===== src/rtl/program_loader.sv =====
// Byte-stream program loader: parses SYNC/N/data/CHK frames, writes 32-bit words to
// program memory and holds the core in reset until a checksum-verified image is loaded.
module program_loader #(
    parameter int          MEMORY_DEPTH = 64,
    parameter logic [31:0] BASE_ADDR    = 32'h0000_0000,
    parameter logic [7:0]  SYNC_BYTE    = 8'hA5
) (
    input  logic        clk,
    input  logic        reset,
    input  logic        byte_valid_i,
    input  logic [7:0]  byte_data_i,
    output logic        byte_ready_o,
    output logic        mem_write_o,
    output logic [31:0] mem_addr_o,
    output logic [31:0] mem_data_o,
    output logic        cpu_reset_o,
    output logic        done_o,
    output logic        error_o,
    output logic [7:0]  words_loaded_o
);

    typedef enum logic [2:0] {
        S_IDLE  = 3'd0,
        S_COUNT = 3'd1,
        S_DATA  = 3'd2,
        S_WRITE = 3'd3,
        S_CHECK = 3'd4,
        S_DONE  = 3'd5,
        S_ERROR = 3'd6
    } state_t;

    state_t      state_q, state_d;
    logic        ready_q;
    logic        mem_write_q;
    logic [31:0] mem_addr_q;
    logic [31:0] mem_data_q;
    logic        cpu_reset_q;
    logic        done_q;
    logic        error_q;
    logic [7:0]  words_q;
    logic [7:0]  n_q;
    logic [1:0]  byte_cnt_q;
    logic [31:0] word_q;
    logic [7:0]  chk_q;

    logic        xfer_s;
    logic        is_sync_s;
    logic        n_bad_s;

    function automatic logic ready_of(input state_t s);
        return !((s == S_WRITE) || (s == S_DONE));
    endfunction

    assign xfer_s    = byte_valid_i & ready_q;
    assign is_sync_s = (byte_data_i == SYNC_BYTE);
    assign n_bad_s   = (byte_data_i == 8'd0) || ({24'd0, byte_data_i} > 32'(MEMORY_DEPTH));

    // Next-state decode for the frame parser.
    always_comb begin
        state_d = state_q;
        case (state_q)
            S_IDLE:  if (xfer_s && is_sync_s) state_d = S_COUNT; else state_d = state_q;
            S_COUNT: if (xfer_s) state_d = n_bad_s ? S_ERROR : S_DATA; else state_d = state_q;
            S_DATA:  if (xfer_s && (byte_cnt_q == 2'd3)) state_d = S_WRITE; else state_d = state_q;
            S_WRITE: if ((words_q + 8'd1) == n_q) state_d = S_CHECK; else state_d = S_DATA;
            S_CHECK: if (xfer_s) state_d = (byte_data_i == chk_q) ? S_DONE : S_ERROR;
                     else state_d = state_q;
            S_DONE:  state_d = S_DONE;
            S_ERROR: if (xfer_s && is_sync_s) state_d = S_COUNT; else state_d = state_q;
            default: state_d = S_IDLE;
        endcase
    end

    // State, datapath and registered outputs; status flags follow the state being entered.
    always_ff @(posedge clk or negedge reset) begin
        if (!reset) begin
            state_q     <= S_IDLE;
            ready_q     <= 1'b0;
            mem_write_q <= 1'b0;
            mem_addr_q  <= 32'd0;
            mem_data_q  <= 32'd0;
            cpu_reset_q <= 1'b0;
            done_q      <= 1'b0;
            error_q     <= 1'b0;
            words_q     <= 8'd0;
            n_q         <= 8'd0;
            byte_cnt_q  <= 2'd0;
            word_q      <= 32'd0;
            chk_q       <= 8'd0;
        end else begin
            state_q     <= state_d;
            ready_q     <= ready_of(state_d);
            mem_write_q <= (state_d == S_WRITE);
            done_q      <= (state_d == S_DONE);
            cpu_reset_q <= (state_d == S_DONE);
            error_q     <= (state_d == S_ERROR);
            case (state_q)
                S_COUNT: begin
                    if (xfer_s && !n_bad_s) begin
                        n_q        <= byte_data_i;
                        words_q    <= 8'd0;
                        byte_cnt_q <= 2'd0;
                        chk_q      <= byte_data_i;
                    end
                end
                S_DATA: begin
                    if (xfer_s) begin
                        word_q[8*byte_cnt_q +: 8] <= byte_data_i;
                        chk_q      <= chk_q ^ byte_data_i;
                        byte_cnt_q <= byte_cnt_q + 2'd1;
                        if (byte_cnt_q == 2'd3) begin
                            mem_addr_q <= BASE_ADDR + {22'd0, words_q, 2'b00};
                            mem_data_q <= {byte_data_i, word_q[23:0]};
                        end
                    end
                end
                S_WRITE: words_q <= words_q + 8'd1;
                default: ;
            endcase
        end
    end

    assign byte_ready_o   = ready_q;
    assign mem_write_o    = mem_write_q;
    assign mem_addr_o     = mem_addr_q;
    assign mem_data_o     = mem_data_q;
    assign cpu_reset_o    = cpu_reset_q;
    assign done_o         = done_q;
    assign error_o        = error_q;
    assign words_loaded_o = words_q;

endmodule


===== config.mk =====
export PLATFORM = sky130hd
export DESIGN_NAME = program_loader
export DESIGN_NICKNAME = d
export VERILOG_FILES = /design/src/rtl/program_loader.sv
export SDC_FILE = /design/constraint.sdc
export NUM_CORES = 1
export LEC_CHECK = 0
export ABC_AREA = 1
export BUFFER_PORTS_ARGS = -buffer_cell sky130_fd_sc_hd__buf_2
export CAP_MARGIN = 20
export CORE_MARGIN = 2
export CORE_UTILIZATION = 56
export DETAILED_ROUTE_END_ITERATION = 16
export PLACE_DENSITY = 0.88
export REMOVE_ABC_BUFFERS = 1
export SKIP_LAST_GASP = 1
export SLEW_MARGIN = 5
export SYNTH_ARGS = -nofsm -noshare
export SYNTH_HDL_FRONTEND = slang
export SYNTH_SLANG_ARGS = --single-unit

===== constraint.sdc =====
create_clock -name clk -period 1.95 [get_ports clk]
set_input_delay 0.195 -clock clk [delete_from_list [all_inputs] [get_ports clk]]
set_output_delay 0.195 -clock clk [all_outputs]
set_load 0.01 [all_outputs]

==> results.cfg <==
[hold_path]
min_to = word_q[7]$_DFFE_PN0P_
min_path_type = in -> reg
hp-start = byte_data_i[7]
holdPathStages = 3

[timing]
rsz0062_at_grt = false
finalMaxSlewViolations = 0
finalSetupViolCount = 0
clock_skew_ns = 0.00742
whs_ns = 0.166
fin_crit_ns = 1.79
finalHoldViolations = 0
fmax_mhz = 558
setup_slack_ns = 0.159
post-route-period-util = 0.918
max_slew_margin = 0.652
setup_tns_ns = 0
worst_pin_slew_ns = 0.521

[floorplanning]
core_um2 = 8300
rows = 33
die_area_um2 = 9380
ioPinCount = 88
die_y_um = 96.8
start_util = 0.581
die_x_um = 96.8

[clock_network]
cts_buffer_depth = 2
clock-sinks = 97
clkSlewWorstSetupHoldPaths_ns = 0.10
h-tree-depth = 3
cts_root_buffer = clkbuf_8
cts_tree = built
cts_made_buffers = 9
clock_latency_ns = 0.37

[worst_setup_path]
path_class = reg -> reg
regToRegSetupSlack_ns = 0.16
crit_path_start_kind = register
worstPathArrival_ns = 2.05
worst_r2r_path_depth = 12
r2r-end = byte_ready_o$_DFF_PN0_
reg2reg_from = words_loaded_o[1]$_DFFE_PN0P_
path_max_fanout = 5
worstPathRequired_ns = 2.21
crit_path_end_kind = register

[logic_synthesis]
netlist_area_um2 = 4830
synth_edf_count = 0
netlist.area_leader.share = 0.503
ys_ff_latch = 97
synth_ff_type = dfrtp_1
synth.area.top_cells = dfrtp_1 (50%), nand2_1 (9.6%), o21ai_0 (8.0%)
synthCells = 569
async_flop_share = 1.00
yosys.area.top_type = dfrtp_1
synth_cell_type_count = 33
yosys_warnings = 0
yosysSeqAreaShare = 0.503
syn_avg_cell_area_um2 = 8.48

[grt]
grt_max_degree = 54
track_usage = 0.228
grt_pass1_vias = 3698
grt_overflow = 0
antenna_found_initial = 0
grt_pass1_wl_mm = 17.5

[place]
place_ws_ns = 0.177
gp_congestion = 0.911
post_dp_cell_area_um2 = 5140
numPortBuffers = 63
hpwl_mm = 7.47

[drt]
wl_per_cell_um = 14.1
wl_met1_mm = 4.63
vias_per_cell = 5.25
remaining_drc_errors = 0
dr.pass1.iters = 5
route.met2.wl_mm = 5.13
topRoutingLayerUsed = met4
drtAntennaViolNets = 0
vias = 3906
drt_iter0_drc = 183
totalWireLength_mm = 10.5
wl_met3_um = 493

[cells_and_area]
finalNetCount = 651
drive_above_1_share = 0.210
fin_area_um2 = 5370
diodes = 0
area_growth_pct = 11.3
most-common-layout-cells = nand2_1 (124), dfrtp_1 (97), o21ai_0 (77), inv_1 (65), buf_2 (62)
layout_commonest_cell = nand2_1

[power_and_ir_drop]
seqPwrFrac = 0.397
pwr-share-clk = 0.151
swShare = 0.436
switchingPower_mw = 3.70
power_density_nw_per_um2 = 1580
power.internal_mw = 4.77
combPwrFrac = 0.452
ir_drop_uv = 637
leakage_nw = 2.77

[outcome]
status = complete, no violations

[run]
maxCapViolCount = 0
## state kept, by name, indices dropped and copies added (netlist names), 2 cells and up
signal and count:
mem_data_o 32, word_q 24, chk_q 8, mem_addr_o 8, n_q 8, words_loaded_o 8, state_q 3, byte_cnt_q 2
## critical path, stage by stage (launching register included)
cell	delay [ns]
dfrtp_1	0.43
ha_1	0.31
inv_1	0.06
nand2_1	0.05
nand2_1	0.04
nor2_1	0.13
nand3_1	0.10
nor2_2	0.11
nand3_1	0.07
nor2_1	0.09
nand3_1	0.11
nand3_1	0.10
nand2_1	0.07
## power groups by stage
stage	Sequential, mW	Clock (mW)	Combinational (mW)
global placement	3.34	0	3.57
floorplan	3.57	0	2.25
global route	3.47	1.37	4.33
detailed placement	3.40	0	3.73
finish	3.36	1.28	3.83
CTS	3.36	1.29	3.76
## area by class of cell
type                            instances  area [µm²]
Timing Repair Buffer                   78         445
Tap cell                              105         131
Inverter                               74         284
Clock inverter                          6        55.1
Sequential cell                        97        2430
Fill cell                             656        2930
Multi-Input combinational cell        374        1890
Clock buffer                           10         138
## worst max path at each step
stage | from | endpoint | slack, ns | depth (start not counted)
3_5_place_dp | byte_cnt_q[0]$_DFFE_PN0P_ | word_q[3]$_DFFE_PN0P_ | 0.18 | 7
4_1_cts | byte_cnt_q[0]$_DFFE_PN0P_ | word_q[3]$_DFFE_PN0P_ | 0.14 | 7
5_1_grt | words_loaded_o[1]$_DFFE_PN0P_ | byte_ready_o$_DFF_PN0_ | 0.007 | 12
2_1_floorplan | state_q[0]$_DFF_PN0_ | byte_ready_o$_DFF_PN0_ | 0.19 | 8
6_report | words_loaded_o[1]$_DFFE_PN0P_ | byte_ready_o$_DFF_PN0_ | 0.16 | 12
3_3_place_gp | words_loaded_o[1]$_DFFE_PN0P_ | byte_ready_o$_DFF_PN0_ | 0.28 | 12
## metal layers
metal	GRT usage	up-vias
li1	-	1902
met1	0.304	1862
met2	0.373	122
met3	0.0412	20
met4	0.0878	0
met5	0	-
## logic make-up (layout without fill, tap and decap cells)
kind of cell	count (synthesis)	after routing	share of synthesized area
simple gates	238	238	0.236
buf+inv	121	168	0.123
compound gates	98	98	0.107
flops	97	97	0.503
xor+xnor	8	8	0.0145
fa+ha+maj	6	6	0.0156
other cells	1	24	0.000777
## through the flow
step / util / power [mW] / cells
after floorplan: - / 5.83 / 545
after global placement: 0.620 / 6.91 / 724
after detailed placement: 0.620 / 7.13 / 724
after CTS: 0.644 / 8.42 / 741
after global routing: 0.647 / 9.17 / 744
final: 0.647 / 8.47 / 744
## what timing repair did
item | CTS | global route
setup buffers | 0 | 3
endpoints found under the hold margin | 65 | 0
endpoints found under the setup margin | 0 | 1
gates resized for setup | 0 | 1
hold buffers | 1 | 0
## cell usage after synthesis, types with 5 or more instances
cell type / instances
buf_2: 7
nor2_1: 24
inv_1: 66
nor2_4: 7
nor3_1: 5
clkbuf_1: 9
nor2_2: 5
o21ai_1: 8
o21ai_0: 77
nand2_1: 124
dfrtp_1: 97
nand2_2: 8
buf_4: 30
xor2_1: 6
inv_2: 7
ha_1: 6
nand3_1: 40
nand4_1: 16
(Power assumes the default switching activity.)
